<file path="config.mk">
export PLATFORM = sky130hd
export DESIGN_NAME = ioctl_loader_ctrl
export DESIGN_NICKNAME = d
export VERILOG_FILES = /design/src/rtl/ioctl_loader_ctrl.sv
export SDC_FILE = /design/constraint.sdc
export NUM_CORES = 1
export LEC_CHECK = 0
export CAP_MARGIN = 0
export CORE_ASPECT_RATIO = 0.6
export CORE_MARGIN = 2
export CORE_UTILIZATION = 46
export CTS_CLUSTER_DIAMETER = 40
export DETAILED_ROUTE_END_ITERATION = 12
export PLACE_DENSITY = 0.8
export SLEW_MARGIN = 25
export SYNTH_ARGS = -nofsm -noshare
export SYNTH_HDL_FRONTEND = slang
export SYNTH_SLANG_ARGS = --single-unit
</file>
<file path="constraint.sdc">
create_clock -name clk_sys -period 2.6 [get_ports clk_sys]
set_clock_uncertainty 0.2 [all_clocks]
set_input_delay 0.39 -clock clk_sys [delete_from_list [all_inputs] [get_ports clk_sys]]
set_output_delay 0.39 -clock clk_sys [all_outputs]
set_load 0.005 [all_outputs]
</file>
<file path="src/rtl/ioctl_loader_ctrl.sv">
// Download loader: turns the host byte stream (ioctl_*) into handshaked RAM
// writes, strips and parses the 7800 cart header, and reports cart metadata.
module ioctl_loader_ctrl #(
    parameter int unsigned HDR_LEN = 128,
    parameter int unsigned BIOS_AW = 12,
    parameter int unsigned CART_AW = 18
) (
    input  logic               clk_sys,
    input  logic               reset_n,
    input  logic               ioctl_download,
    input  logic [7:0]         ioctl_index,
    input  logic               ioctl_wr,
    input  logic [24:0]        ioctl_addr,
    input  logic [7:0]         ioctl_dout,
    output logic               ioctl_wait,
    output logic               mem_req,
    input  logic               mem_ack,
    output logic               mem_sel,
    output logic [CART_AW-1:0] mem_addr,
    output logic [7:0]         mem_data,
    output logic               cart_is_7800,
    output logic [31:0]        cart_size,
    output logic [15:0]        cart_flags,
    output logic [7:0]         joy0_type,
    output logic [7:0]         joy1_type,
    output logic [7:0]         cart_region,
    output logic [7:0]         cart_save,
    output logic               run_pause,
    output logic               busy
);

    localparam int unsigned         IOCTL_AW  = 25;
    localparam logic [IOCTL_AW-1:0] HDR_LEN_A = IOCTL_AW'(HDR_LEN);
    localparam logic [31:0]         HDR_LEN_W = 32'(HDR_LEN);
    localparam logic [39:0]         MAGIC     = 40'h41_54_41_52_49; // "ATARI"

    typedef enum logic [1:0] {
        S_IDLE   = 2'd0,
        S_LOAD   = 2'd1,
        S_WRITE  = 2'd2,
        S_FINISH = 2'd3
    } state_e;

    state_e               state_q, state_d;
    logic                 is_cart_q, is_cart_d;
    logic                 req_q, req_d;
    logic                 sel_q, sel_d;
    logic [CART_AW-1:0]   addr_q, addr_d;
    logic [7:0]           data_q, data_d;
    logic                 is7800_q, is7800_d;
    logic [3:0]           hit_q, hit_d;
    logic [15:0]          flags_q, flags_d;
    logic [7:0]           joy0_q, joy0_d;
    logic [7:0]           joy1_q, joy1_d;
    logic [7:0]           region_q, region_d;
    logic [7:0]           save_q, save_d;
    logic [31:0]          size_q, size_d;
    logic                 run_pause_q, run_pause_d;
    logic                 seen_q, seen_d;
    logic [IOCTL_AW-1:0]  last_q, last_d;
    logic                 busy_q;

    logic [IOCTL_AW-1:0]  mapped_c;
    logic                 drop_c;
    logic [31:0]          end_c;
    logic [31:0]          off_c;

    // Address mapping for the current strobe and out-of-range drop decision
    always_comb begin
        mapped_c = (is7800_q && (ioctl_addr >= HDR_LEN_A)) ? (ioctl_addr - HDR_LEN_A) : ioctl_addr;
        if (is_cart_q) begin
            drop_c = (mapped_c >> CART_AW) != '0;
        end else begin
            drop_c = (ioctl_addr >> BIOS_AW) != '0;
        end
        end_c = 32'(last_q) + 32'd1;
        off_c = is7800_q ? HDR_LEN_W : 32'd0;
    end

    // Next-state and datapath updates
    always_comb begin
        state_d     = state_q;
        is_cart_d   = is_cart_q;
        req_d       = req_q;
        sel_d       = sel_q;
        addr_d      = addr_q;
        data_d      = data_q;
        is7800_d    = is7800_q;
        hit_d       = hit_q;
        flags_d     = flags_q;
        joy0_d      = joy0_q;
        joy1_d      = joy1_q;
        region_d    = region_q;
        save_d      = save_q;
        size_d      = size_q;
        run_pause_d = run_pause_q;
        seen_d      = seen_q;
        last_d      = last_q;

        case (state_q)
            S_IDLE: begin
                if (ioctl_download) begin
                    state_d   = S_LOAD;
                    is_cart_d = ioctl_index != 8'd0;
                    seen_d    = 1'b0;
                    last_d    = '0;
                    if (ioctl_index != 8'd0) begin
                        is7800_d = 1'b0;
                        hit_d    = '0;
                        flags_d  = '0;
                        joy0_d   = '0;
                        joy1_d   = '0;
                        region_d = '0;
                        save_d   = '0;
                    end
                end
            end
            S_LOAD: begin
                if (!ioctl_download) begin
                    state_d = S_FINISH;
                end else if (ioctl_wr) begin
                    seen_d = 1'b1;
                    last_d = ioctl_addr;
                    if (is_cart_q) begin
                        case (ioctl_addr)
                            25'd1:   hit_d[0] = ioctl_dout == MAGIC[39:32];
                            25'd2:   hit_d[1] = ioctl_dout == MAGIC[31:24];
                            25'd3:   hit_d[2] = ioctl_dout == MAGIC[23:16];
                            25'd4:   hit_d[3] = ioctl_dout == MAGIC[15:8];
                            25'd5:   is7800_d = (&hit_q) && (ioctl_dout == MAGIC[7:0]);
                            25'd53:  flags_d[15:8] = ioctl_dout;
                            25'd54:  flags_d[7:0]  = ioctl_dout;
                            25'd55:  joy0_d   = ioctl_dout;
                            25'd56:  joy1_d   = ioctl_dout;
                            25'd57:  region_d = ioctl_dout;
                            25'd58:  save_d   = ioctl_dout;
                            default: ;
                        endcase
                    end
                    if (!drop_c) begin
                        state_d = S_WRITE;
                        req_d   = 1'b1;
                        sel_d   = is_cart_q;
                        addr_d  = is_cart_q ? mapped_c[CART_AW-1:0]
                                            : CART_AW'(ioctl_addr[BIOS_AW-1:0]);
                        data_d  = ioctl_dout;
                    end
                end
            end
            S_WRITE: begin
                // strobes are ignored here; only the ack moves us on
                if (mem_ack) begin
                    req_d   = 1'b0;
                    state_d = ioctl_download ? S_LOAD : S_FINISH;
                end
            end
            S_FINISH: begin
                state_d = S_IDLE;
                if (is_cart_q) begin
                    size_d      = (!seen_q || (end_c < off_c)) ? 32'd0 : (end_c - off_c);
                    run_pause_d = 1'b0;
                end
            end
            default: state_d = S_IDLE;
        endcase
    end

    // State and datapath registers
    always_ff @(posedge clk_sys or negedge reset_n) begin
        if (!reset_n) begin
            state_q     <= S_IDLE;
            is_cart_q   <= 1'b0;
            req_q       <= 1'b0;
            sel_q       <= 1'b0;
            addr_q      <= '0;
            data_q      <= '0;
            is7800_q    <= 1'b0;
            hit_q       <= '0;
            flags_q     <= '0;
            joy0_q      <= '0;
            joy1_q      <= '0;
            region_q    <= '0;
            save_q      <= '0;
            size_q      <= '0;
            run_pause_q <= 1'b1;
            seen_q      <= 1'b0;
            last_q      <= '0;
            busy_q      <= 1'b0;
        end else begin
            state_q     <= state_d;
            is_cart_q   <= is_cart_d;
            req_q       <= req_d;
            sel_q       <= sel_d;
            addr_q      <= addr_d;
            data_q      <= data_d;
            is7800_q    <= is7800_d;
            hit_q       <= hit_d;
            flags_q     <= flags_d;
            joy0_q      <= joy0_d;
            joy1_q      <= joy1_d;
            region_q    <= region_d;
            save_q      <= save_d;
            size_q      <= size_d;
            run_pause_q <= run_pause_d;
            seen_q      <= seen_d;
            last_q      <= last_d;
            busy_q      <= state_d != S_IDLE;
        end
    end

    assign ioctl_wait   = req_q;
    assign mem_req      = req_q;
    assign mem_sel      = sel_q;
    assign mem_addr     = addr_q;
    assign mem_data     = data_q;
    assign cart_is_7800 = is7800_q;
    assign cart_size    = size_q;
    assign cart_flags   = flags_q;
    assign joy0_type    = joy0_q;
    assign joy1_type    = joy1_q;
    assign cart_region  = region_q;
    assign cart_save    = save_q;
    assign run_pause    = run_pause_q;
    assign busy         = busy_q;

endmodule

</file>
## Word-level counts from Yosys, hierarchy flattened

Cells that the tools add are included.

- Flip-flop bits (word level): 144
- Output and inout port bits: 112
- Input port bits: 46

- Reduce and logical (&&, ||, !) cells: 28
- Bitwise operators: 1
- Equal/unequal tests: 36
- Mux-type cells: 72
- $add $sub $neg: 3
- Order comparisons: 2

Operators with widths:

| kind | count |
|---|---|
| two-way mux 8 bit | 21 |
| equality test 25 x 6 -> 1 bit (second input constant) | 6 |
| two-way mux 25 bit | 4 |
| two-way mux 16 bit | 5 |
| AND reduction 7 bit | 11 |
| case mux 8 bit (2 select lines) | 4 |
| equality test 25 x 2 -> 1 bit (second input constant) | 2 |
| equality test 25 x 3 -> 1 bit (second input constant) | 2 |
| case mux 25 bit (2 select lines) | 1 |
| nonzero test 25 bit | 2 |
| equality test 8 x 7 -> 1 bit (second input constant) | 4 |
| two-way mux 32 bit | 1 |
| case mux 16 bit (2 select lines) | 1 |
| subtractor 26 x 8 -> 27 bit | 1 |
| adder 25 x 1 -> 26 bit (second input constant) | 1 |
| less-than comparator 26 x 8 -> 1 bit | 1 |
| equality test 25 x 1 -> 1 bit (second input constant) | 1 |
| greater-or-equal comparator 25 x 8 -> 1 bit (second input constant) | 1 |
| subtractor 25 x 8 -> 25 bit (second input constant) | 1 |
| != test 2 x 1 -> 1 bit (second input constant) | 11 |
| two-way mux 4 bit | 5 |
| two-way mux 1 bit | 18 |
| two-way mux 18 bit | 1 |
| != test 2 bit (second input constant) | 7 |
| other kinds (16) | 30 |

## Logic depth before layout (Yosys ltp)

Gate-level depths: netlist of run 1.

- Depth after elaboration: 10
- Gate-level depth with buffers: 12
- Mapped depth without buffers: 10

## Worst setup path before layout of run 1

No wires, ideal clock.

- Path kind: reg2reg
- Start point: reg last_q[0]
- End point: reg size_q[24], in the netlist cart_size[24]
- Path slack: -0.196 ns
- Buffers on the path: 1
- Library setup time: 0.121 ns
- Cell stages (with the launch flop): 12
- Data required time: 2.279 ns
- Arrival: 2.475 ns
- Cells stage by stage: dfrtp_1 -> ha_1 -> nand4_2 -> nor2_1 -> xnor2_1 -> ha_1 -> nand2_1 -> nor3b_2 -> a21bo_1 -> buf_6 -> nor2_4 -> a22o_1

- Word-level cells in the longest chain between the ends: 4
- Elaborated cells on any way between the ends: 5
- Classes of those cells: add/sub: 2; order compare: 1; mux: 1; reduce/logical: 1

Ends and longest elaborated chain:

| element | RTL line | text |
|---|---|---|
| start: declaration | 60 | `logic [IOCTL_AW-1:0] last_q, last_d;` |
| start signal: assignment | 206 | `last_q <= last_d;` |
| adder 25 x 1 -> 26 bit (*) | 76 | `end_c = 32'(last_q) + 32'd1;` |
| less-than comparator 26 x 8 -> 1 bit | 160 | `size_d = (!seen_q \|\| (end_c < off_c)) ? 32'd0 : (end_c - off_c);` |
| logical OR 1 bit | 160 |  |
| two-way mux 32 bit (*) | 160 |  |
| end signal: assignment | 203 | `size_q <= size_d;` |
| end: declaration | 57 | `logic [31:0] size_q, size_d;` |

Every way passes the cells marked *; elsewhere a longest branch is shown, timed or not.
A chain may end at the register's enable or synchronous reset.

## Final worst setup path of run 1

- Start point: reg last_q[1]
- End point: reg size_q[10], in the netlist cart_size[10]

The elaborated chain is that of the path after synthesis.

==> results of run 1 <==
==> kinds of logic after synthesis <==
| group | count (synthesis) |
|---|---|
| AO/OA/AOI/OAI | 119 |
| XOR/XNOR | 42 |
| adder cells (fa/ha/maj) | 4 |
| buffers and inverters | 53 |
| flip-flops | 139 |
| multiplexers | 70 |
| AND/OR/NAND/NOR | 215 |
==> per-stage QoR <==
stage	utilization (%)	total power (uW)
after floorplan	-	5422
after global placement	64.78	7741
after detailed placement	64.78	7903
after CTS	71.59	10830
after global routing	74.73	11860
final	74.73	11370
==> synthesized netlist by cell type (all sizes together), types with 2 or more instances <==
cell,count,area [sq um]
nor4,16,175.2
o21ai,18,93.84
inv,9,33.78
xor2,21,183.9
nor3,12,65.06
nand4,18,146.4
a22o,33,289.0
mux2,66,743.2
a41oi,2,17.52
a2111oi,2,30.03
nor2,39,166.4
a21oi,23,118.9
or2,2,12.52
nand2b,3,18.77
a21o,4,30.03
mux2i,4,40.04
o31ai,22,165.2
nor3b,7,62.56
o2111ai,2,17.52
nand4b,2,17.52
dfrtp,138,3453
o41ai,2,17.52
buf,21,142.6
a31oi,2,12.51
clkbuf,23,87.58
ha,4,50.05
nand3,27,135.1
nor2b,3,18.77
a211oi,2,15.01
xnor2,21,183.9
and3,19,120.1
and4,4,35.03
and2,5,31.28
nand2,54,202.7
==> power by group through the flow <==
| stage | clock network [uW] | registers [uW] | logic, uW |
|---|---|---|---|
| global placement | 0 | 3430 | 4310 |
| floorplan | 0 | 3330 | 2090 |
| finish | 2620 | 3480 | 5280 |
| global route | 2710 | 3540 | 5610 |
| CTS | 2620 | 3460 | 4750 |
| detailed placement | 0 | 3480 | 4430 |
==> layout make-up <==
| cell class | instances | share of cell area (%) |
|---|---|---|
| multi-input cells | 450 | 34.35 |
| clock buffers | 17 | 3.746 |
| inverters | 9 | 0.2975 |
| clock inverters | 15 | 1.730 |
| well taps | 203 | 2.237 |
| flip-flops and latches | 139 | 30.70 |
| repair buffers | 323 | 26.94 |
==> layer usage <==
layer	vias to the layer above	track usage, %
met1	3421	45.56
met5	-	0
met4	0	6.748
met2	331	42.44
met3	42	6.405
li1	2944	-
==> final timing paths <==
| check | endpoint | slack [ns] | cells past startpoint |
|---|---|---|---|
| hold reg to reg | cart_size[2] | 0.29 | 2 |
| hold / removal | last_q[10] | 0.15 | 3 |
| setup reg to reg | cart_size[10] | -0.14 | 12 |
| max in group asynchronous | run_pause | 1.25 | 3 |
| setup / recovery | cart_size[10] | -0.14 | 12 |
| min in group asynchronous | mem_addr[2] | 0.26 | 2 |
==> worst max-delay path, cell delays in order, from the launching register on <==
cell       delay (ns)
dfrtp_2          0.43
buf_6            0.13
nand4_4          0.15
buf_6            0.16
nor4_4           0.37
nor2_1           0.09
a21oi_2          0.16
nor3b_4          0.23
buf_6            0.15
a21bo_4          0.16
buf_6            0.14
clkbuf_16        0.16
o31ai_1          0.07
==> registers in the layout (all words and copies together), names as in the netlist <==
register,flops
seen_q,1
run_pause,1
cart_flags,16
mem_addr,18
mem_sel,1
hit_q,4
is_cart_q,1
cart_size,27
cart_is_7800,1
joy0_type,8
busy,1
ioctl_wait,1
cart_region,8
joy1_type,8
state_q,2
mem_data,8
last_q,25
cart_save,8
==> repair_timing <==
item                                    CTS  global route
gates resized for setup                  71            64
setup buffers                            11            14
hold buffers                              1             0
endpoints found under the hold margin    42             0
pin swaps                                28            38
gates cloned                              1             3
endpoints found under the setup margin  104           104
==> results.md, run 1 <==
- Clock Tree Buf Depth: 2
- GR Overflow Total: 0
- Final Instance Area: 0.01136 sq mm
- Vias in the first global route: 6371
- Power density over cell area: around 1000 mW/mm^2
- Max Slew Vio Count: 0
- Post-Synth Adder-Cell Area: 0.7083%
- WP data arrival: approximately 2.8 ns
- Average routed wire per standard cell: around 22 um
- GP Congestion: roughly 0.94
- Area of the multi-input gates: 0.003901 sq mm
- Die W: 164 um
- Syn nets: approximately 700
- Largest family of logic cells by synthesized area: simple AND/OR/NAND/NOR gates
- Asr flop ratio synth: 100.0%
- Routed via count: roughly 6700
- Cells after Synth: 642
- Row count: 35
- Global-route wire length before repair: 36.46 mm
- Setup-failing EPs final: 26
- Outcome: complete, but fails checks
- Highest Signal Layer: met4
- Clk root buf: clkbuf_16
- Die H: 100 um
- # diodes: 0
- Final period util: 105.2%
- P&R area growth vs syn: 60.72%
- Iter 0 DRT Violations: between 700 and 800
- Commonest cells after routing, fill and taps aside: clkdlybuf4s50_1, buf_4, dfrtp_1, mux2_2, nand2_1
- Layout cells sized above 1: a little under two fifths
- CTS HTree Levels: 4
- Ys flop type: dfrtp_1
- IO buf count: approximately 160
- RR Startpoint: last_q[1]
- Drt total wl: 24.98 mm
- DRT Pass-1 Iters: 7
- Relative slew slack: about 55%
- Setup TNS: -2.435 ns
- Post-synthesis mux area share: 11.09%
- Max FO, Critical Path: 5
- Worst-skew pair later-pin latency: 0.43 ns
- #FFs+latches synth: 139
- Core area: 0.01520 sq mm
- Compound-Gate Fraction of Synth Area: 12.47%
- Combinational power share: 46.4%
- Largest net degree at the start of global routing: 58
- Crit. End Element: register
- VDD IR max: about 0.50 mV
- Yosys Warn Count: 0
- WHS: 0.1503 ns
- Seq pwr share: a little under a third
- Final Hold Fails: 0
- Part of the Yosys area used for sequential elements: 49.25%
- Metal3 WL: 1.980 mm
- Die ar.: 0.01640 sq mm
- Synth unique cells: between 60 and 70
- Maximum clock rate: 365.6 MHz
- LEAKAGE: 0.005052 uW
- Simple logic cell fraction of the synthesized area: 17.55%
- Fin nets: slightly below 1000
- Critical Path Source Type: register
- CTS tree: built
- Net Sw Frac: a little under two fifths
- Post-Place Cell Area: 0.009843 sq mm
- Clock Sinks: around 140
- Maxcap violations: 0
- Mapped Area: 0.007066 sq mm
- Critical path required time: 2.70 ns
- Slew @ Worst Pin: 0.6805 ns
- Crit path kind: register to register
- Commonest non-fill, non-tap cell in the layout: clkdlybuf4s50_1
- Initial core utilization: a little under half
- Sw Pwr: 4217 uW
- Number of vias per cell: about 5.8
- GRT Util Overall: 29.52%
- Tmin final: roughly 2.7 ns
- Drc violations: 0
- Xor-xnor portion of the synthesized cell area: under 10%
- Metal-1 WL: 11.94 mm
- Mean Syn Cell Area: 11.01 sq um
- Hold_sp: ioctl_addr[10]
- Fin cells: 1156
- Initial antenna violation count: 0
- Met2 WL post-DR: 10.66 mm
- Post-route ant nets: 0
- IO Count: approximately 160
- Origin of the worst setup path: last_q[1]
- Register area: 0.003486 sq mm
- Internal: a little over 7000 uW
- Pre-CTS setup slack: -0.6677 ns
- Unrepaired setup endpoints after global routing: yes
- CTS Buf Count: 17
- Worst min path class: input port to register
- Final HPWL DP: ~17 mm
- Failing checks: setup timing
- Setup ws final: -0.1355 ns
- Clk pwr share: 23.0%
- Placed insts: 1094
- Fillcell total: between 900 and 1000
- Clk slew on worst S/H paths: roughly 0.070 ns
- Post-synth EDFFs: 0
Note: power is estimated with default switching activity, not from simulation.
==> run 2, diff against run 1 <==
Settings changed: CELL_PAD_IN_SITES_DETAIL_PLACEMENT set to 2, CELL_PAD_IN_SITES_GLOBAL_PLACEMENT set to 2, CORE_UTILIZATION 46 to 37, DONT_BUFFER_PORTS set to 1, GPL_ROUTABILITY_DRIVEN set to 0, PLACE_DENSITY 0.8 to 0.79.
==> run 2 against run 1 <==
Compared with the run above: wire length increased by 56%; fmax decreased by 8.8%; combinational power shrank 4%; final cell count decreased by 9.9%; the flow finishes with violations (hold timing, setup timing); clock power increased by 5%; non-clock buffer count is 158 lower.
==> results.md, run 2 (synthesis gave the netlist of run 1 again) <==
- Final period util: 115.4% (was 105.2%)
- GR Overflow Total: 0 (unchanged)
- Die W: 182.4 um (was 164 um)
- Number of vias per cell: 6.514 (was 5.829)
- Commonest non-fill, non-tap cell in the layout: dfrtp_1 (was clkdlybuf4s50_1)
- Design Power: 11580 uW (was 11370 uW)
- Relative slew slack: 56.35% (was 54.64%)
- Area of the multi-input gates: 0.003951 sq mm (was 0.003901 sq mm)
- WP data arrival: 3.12 ns (was 2.83 ns)
- Unrepaired setup endpoints after global routing: yes (unchanged)
- Iter 0 DRT Violations: 630 (was 705)
- Drc violations: 0 (unchanged)
- Final core occ: 52.71% (was 74.73%)
- Slew @ Worst Pin: 0.6530 ns (was 0.6805 ns)
- Crit path kind: register to register (unchanged)
- RR Endpoint: cart_size[4] (was cart_size[10])
- LEAKAGE: 0.004387 uW (was 0.005052 uW)
- Initial core utilization: 37.41% (was 46.50%)
- Setup ws final: -0.4005 ns (was -0.1355 ns)
- Layout cells sized above 1: 41.31% (was 38.30%)
- RR Startpoint: last_q[1] (unchanged)
- Maximum clock rate: 333.3 MHz (was 365.6 MHz)
- Power density over cell area: 1164 mW/mm^2 (was 1001 mW/mm^2)
- Worst min path class: input port to async pin (was input port to register)
- Clk root buf: clkbuf_16 (unchanged)
- IO buf count: 0 (was 157)
- Commonest cells after routing, fill and taps aside: dfrtp_1, buf_4, nand2_1, mux2_2, dlygate4sd3_1 (was clkdlybuf4s50_1, buf_4, dfrtp_1, mux2_2, nand2_1)
- Reg2Reg Setup Slack: -0.40 ns (was -0.14 ns)
- Clk slew on worst S/H paths: 0.07 ns (about the same)
- Max Slew Vio Count: 0 (unchanged)
- Register area: 0.003486 sq mm (unchanged)
- Setup-failing EPs final: 82 (was 26)
- Initial antenna violation count: 1 (was 0)
- Pre-CTS setup slack: -0.3779 ns (was -0.6677 ns)
- VDD IR max: 0.6001 mV (was 0.4979 mV)
- Max reg flops: 27 (unchanged)
- Crit. End Element: register (unchanged)
- DRT Pass-1 Iters: 5 (was 7)
- Setup TNS: -13.33 ns (was -2.435 ns)
- WHS: -0.5667 ns (was 0.1503 ns)
- Largest net degree at the start of global routing: 140 (was 58)
- Final HPWL DP: 19.86 mm (was 17.35 mm)
- CTS Hold Bufs: 36 (was 1)
- GRT Util Overall: 33.81% (was 29.52%)
- Fillcell total: 1815 (was 958)
- FF-to-FF path depth: 11 (was 12)
- Drt total wl: 38.88 mm (was 24.98 mm)
- Origin of the worst setup path: last_q[1] (unchanged)
- P&R area growth vs syn: 40.87% (was 60.72%)
- Failing checks: hold timing, setup timing (was setup timing)
- Crit path capture: cart_size[4] (was cart_size[10])
- Die ar.: 0.02025 sq mm (was 0.01640 sq mm)
- CTS tree: built (unchanged)
- Clock Sinks: 139 (unchanged)
- Worst-skew pair later-pin latency: 0.45 ns (was 0.43 ns)
- Max FO, Critical Path: 7 (was 5)
- Average routed wire per standard cell: 37.34 um (was 21.61 um)
- Row count: 39 (was 35)
- Core area: 0.01888 sq mm (was 0.01520 sq mm)
- CTS HTree Levels: 4 (unchanged)
- Clock Tree Buf Depth: 2 (unchanged)
- Critical Path Source Type: register (unchanged)
- Global-route wire length before repair: 49.85 mm (was 36.46 mm)
- Critical path required time: 2.72 ns (was 2.70 ns)
- Fin nets: 832 (was 990)
- Routed via count: 6781 (was 6738)
- CTS Buf Count: 17 (unchanged)
- Die H: 111.0 um (was 100 um)
- Final Hold Fails: 139 (was 0)
- Post-route ant nets: 0 (unchanged)
- Outcome: complete, but fails checks (unchanged)
- IO Count: 158 (unchanged)
- Vias in the first global route: 7157 (was 6371)
- Maxcap violations: 0 (unchanged)
- Tmin final: 3.001 ns (was 2.735 ns)
## run 2: cell count changes in the layout (fill, tap and decap cells not counted), moves of 15 or more
cell             before  now
clkdlybuf4s50_1     141    0
buf_4               140  103
dlygate4sd3_1         1   36
mux2_2               66   51
mux2_4                0   15
## run 2: final cells by class
type / count / area share, %
antenna: 1 / 0.02514
clock buffer: 21 / 4.626
clock inverter: 10 / 1.659
inverter: 9 / 0.3394
multi-input combinational: 450 / 39.70
sequential: 139 / 35.02
tap: 246 / 3.092
timing repair buffer: 165 / 15.54
## run 2: critical path, cell delays in order, from the launching register on
cell and delay, ns:
dfrtp_2 0.41, ha_4 0.20, buf_12 0.11, nand4_4 0.14
buf_6 0.17, nor4_4 0.32, a2111oi_4 0.17, nor3_4 0.35
nor3_2 0.09, a21bo_4 0.26, buf_6 0.16, o31ai_1 0.29
## run 2: through the flow
stage | std cells | instance area (sq um)
3_3_place_gp | 935 | 7961
5_1_grt | 1040 | 9951
2_1_floorplan | 642 | 7106
6_report | 1041 | 9953
3_5_place_dp | 935 | 7961
4_1_cts | 1017 | 9376
## run 2: layer usage
layer | part of all wire, % | track usage (%)
met4 | 4.6 | 11.18
met1 | 40 | 44.68
met2 | 44 | 52.01
met3 | 11 | 11.66
met5 | 0 | 0
## run 2: report_power, final
| part | total (uW) | switching, uW | internal [uW] |
|---|---|---|---|
| registers | 3740 | 886 | 2850 |
| clock network | 2760 | 1100 | 1660 |
| logic | 5090 | 2990 | 2100 |
| total | 11600 | 4970 | 6610 |
## run 2: what timing repair did
item / CTS / global route
buffers inserted: 16 / 19
gates cloned: 0 / 4
setup endpoints to repair: 37 / 105
pin swaps: 23 / 32
endpoints found under the hold margin: 194 / 139
resized for setup: 66 / 69
## run 2: worst min-delay path by stage
| stage | slack, ns | endpoint | start |
|---|---|---|---|
| floorplan | -0.11 | busy | reset_n |
| global placement | -0.1 | mem_addr[10] | reset_n |
| detailed placement | -0.10 | mem_addr[10] | reset_n |
| CTS | -0.56 | last_q[18] | reset_n |
| global route | -0.58 | last_q[20] | reset_n |
| finish | -0.57 | last_q[20] | reset_n |
==> run 3, diff against run 2 <==
Settings changed: ABC_CLOCK_PERIOD_IN_PS set to 2600, CORE_UTILIZATION 37 to 35, PLACE_DENSITY 0.79 to 0.76.
==> run 3 against run 2 <==
Compared with the run above: via count is 5.8% lower; the flow still finishes with violations (hold timing, setup timing); sequential share of layout area increased by 1.8 points; die area rose by 5.5%.
==> results.md, run 3 (synthesis gave the netlist of run 1 again) <==
- CP Cell Sequence: ha_4 > buf_6 > nand4_4 > nor2_4 > xnor2_2 > ha_2 > nand2_2 > nor3b_2 > buf_4 > mux2i_2 > xnor2_1 > a22o_1 (was ha_4 > buf_12 > nand4_4 > buf_6 > nor4_4 > a2111oi_4 > nor3_4 > nor3_2 > a21bo_4 > buf_6 > o31ai_1)
- Commonest cells after routing, fill and taps aside: dfrtp_1, buf_4, mux2_2, nand2_1, dlygate4sd3_1 (was dfrtp_1, buf_4, nand2_1, mux2_2, dlygate4sd3_1)
- Maximum clock rate: 349.8 MHz (was 333.3 MHz)
- Reg2Reg Setup Slack: -0.26 ns (was -0.40 ns)
- Maxcap violations: 0 (unchanged)
- Row count: 40 (was 39)
- Crit path kind: register to register (unchanged)
- CTS HTree Levels: 4 (unchanged)
- VDD IR max: 0.5515 mV (was 0.6001 mV)
- Fin nets: 817 (was 832)
- Initial antenna violation count: 1 (unchanged)
- Number of vias per cell: 6.064 (was 6.514)
- Initial core utilization: 35.47% (was 37.41%)
- Final HPWL DP: 19.33 mm (was 19.86 mm)
- Die ar.: 0.02138 sq mm (was 0.02025 sq mm)
- Crit path buf inv count: 2 (was 3)
- Critical Path Source Type: register (unchanged)
- Largest stage delay on the critical path: 0.44 ns (was 0.41 ns)
- Crit. End Element: register (unchanged)
- Iter 0 DRT Violations: 530 (was 630)
- GR Overflow Total: 0 (unchanged)
- Critical path required time: 2.72 ns (about the same)
- Die W: 187.4 um (was 182.4 um)
- Global-route wire length before repair: 47.55 mm (was 49.85 mm)
- Design Power: 10510 uW (was 11580 uW)
- Origin of the worst setup path: last_q[0] (was last_q[1])
- GRT Util Overall: 30.31% (was 33.81%)
- Relative slew slack: 49.73% (was 56.35%)
- Outcome: complete, but fails checks (unchanged)
- Post-route ant nets: 0 (unchanged)
- Worst-skew pair later-pin latency: 0.43 ns (was 0.45 ns)
- Setup-failing EPs final: 27 (was 82)
- Max FO, Critical Path: 4 (was 7)
- Slew @ Worst Pin: 0.7520 ns (was 0.6530 ns)
- P&R area growth vs syn: 34.16% (was 40.87%)
- CTS Buf Count: 17 (unchanged)
- Unrepaired setup endpoints after global routing: yes (unchanged)
- RR Startpoint: last_q[0] (was last_q[1])
- Average routed wire per standard cell: 31.59 um (was 37.34 um)
- Clk slew on worst S/H paths: 0.07 ns (about the same)
- Drt total wl: 33.30 mm (was 38.88 mm)
- Routed via count: 6391 (was 6781)
- Worst min path class: input port to async pin (unchanged)
- Layout cells sized above 1: 38.21% (was 41.31%)
- Final period util: 109.9% (was 115.4%)
- CTS tree: built (unchanged)
- DRT Pass-1 Iters: 5 (unchanged)
- CTS Hold Bufs: 36 (unchanged)
- CP delay by family, top: simple AND/OR/NAND/NOR gates (unchanged)
- Largest net degree at the start of global routing: 140 (unchanged)
- Clk root buf: clkbuf_16 (unchanged)
- IO buf count: 0 (unchanged)
- Register area: 0.003490 sq mm (was 0.003486 sq mm)
- Clock Sinks: 139 (unchanged)
- Area of the multi-input gates: 0.003696 sq mm (was 0.003951 sq mm)
- Max Slew Vio Count: 0 (unchanged)
- Max reg flops: 27 (unchanged)
- RR Endpoint: cart_size[19] (was cart_size[4])
- Final Hold Fails: 139 (unchanged)
- WHS: -0.5468 ns (was -0.5667 ns)
- Die H: 114.1 um (was 111.0 um)
- LEAKAGE: 0.004170 uW (was 0.004387 uW)
- Power density over cell area: 1109 mW/mm^2 (was 1164 mW/mm^2)
- Pre-CTS setup slack: -0.2611 ns (was -0.3779 ns)
- Tmin final: 2.858 ns (was 3.001 ns)
- FF-to-FF path depth: 12 (was 11)
- Failing checks: hold timing, setup timing (unchanged)
- Slowest cell on crit path: dfrtp_2 (unchanged)
- IO Count: 158 (unchanged)
- Core area: 0.01992 sq mm (was 0.01888 sq mm)
- WP data arrival: 2.98 ns (was 3.12 ns)
- Vias in the first global route: 6941 (was 7157)
- Commonest non-fill, non-tap cell in the layout: dfrtp_1 (unchanged)
- Clock Tree Buf Depth: 2 (unchanged)
- Fillcell total: 2014 (was 1815)
- Drc violations: 0 (unchanged)
- Setup ws final: -0.2585 ns (was -0.4005 ns)
run 3: worst max path at each step:
stage,endpoint,depth (start not counted)
finish,cart_size[19],12
global placement,mem_addr[3],9
floorplan,cart_size[24],11
CTS,cart_size[20],12
global route,cart_size[12],11
detailed placement,cart_size[17],11
run 3: power breakdown:
group | total (uW) | switching (uW) | leakage [uW] | internal (uW)
registers | 3690 | 827 | 0.00183 | 2860
clock network | 2490 | 1030 | 0.000275 | 1460
logic | 4340 | 2460 | 0.00207 | 1870
total | 10500 | 4320 | 0.00417 | 6190
run 3: metal layers:
metal | global-route usage (%) | share of wire (%)
met2 | 48.25 | 47
met4 | 11.13 | 3.0
met5 | 0 | 0
met3 | 9.194 | 8.5
met1 | 39.39 | 42
run 3: through the flow:
step | TNS [ns] | cells | cell area, sq um | utilization [%]
after CTS | -0.2206 | 1047 | 9255 | 46.46
after detailed placement | -9.899 | 971 | 8063 | 40.48
after global routing | -7.649 | 1053 | 9477 | 47.58
final | -5.435 | 1054 | 9479 | 47.59
after floorplan | 0 | 642 | 7106 | -
after global placement | -4.053 | 971 | 8063 | 40.48
run 3: repair_timing:
action	CTS	global route
pin swaps	16	15
gates resized for setup	43	32
setup endpoints to repair	33	55
buffers inserted	8	6
endpoints found under the hold margin	194	139
run 3: cell type report:
| type | instances | share of cell area [%] |
|---|---|---|
| diodes | 1 | 0.02640 |
| clock buffers | 21 | 4.857 |
| clock inverters | 11 | 1.254 |
| inverters | 9 | 0.3564 |
| multi-input cells | 450 | 38.99 |
| flip-flops and latches | 139 | 36.81 |
| well taps | 273 | 3.603 |
| repair buffers | 150 | 14.10 |
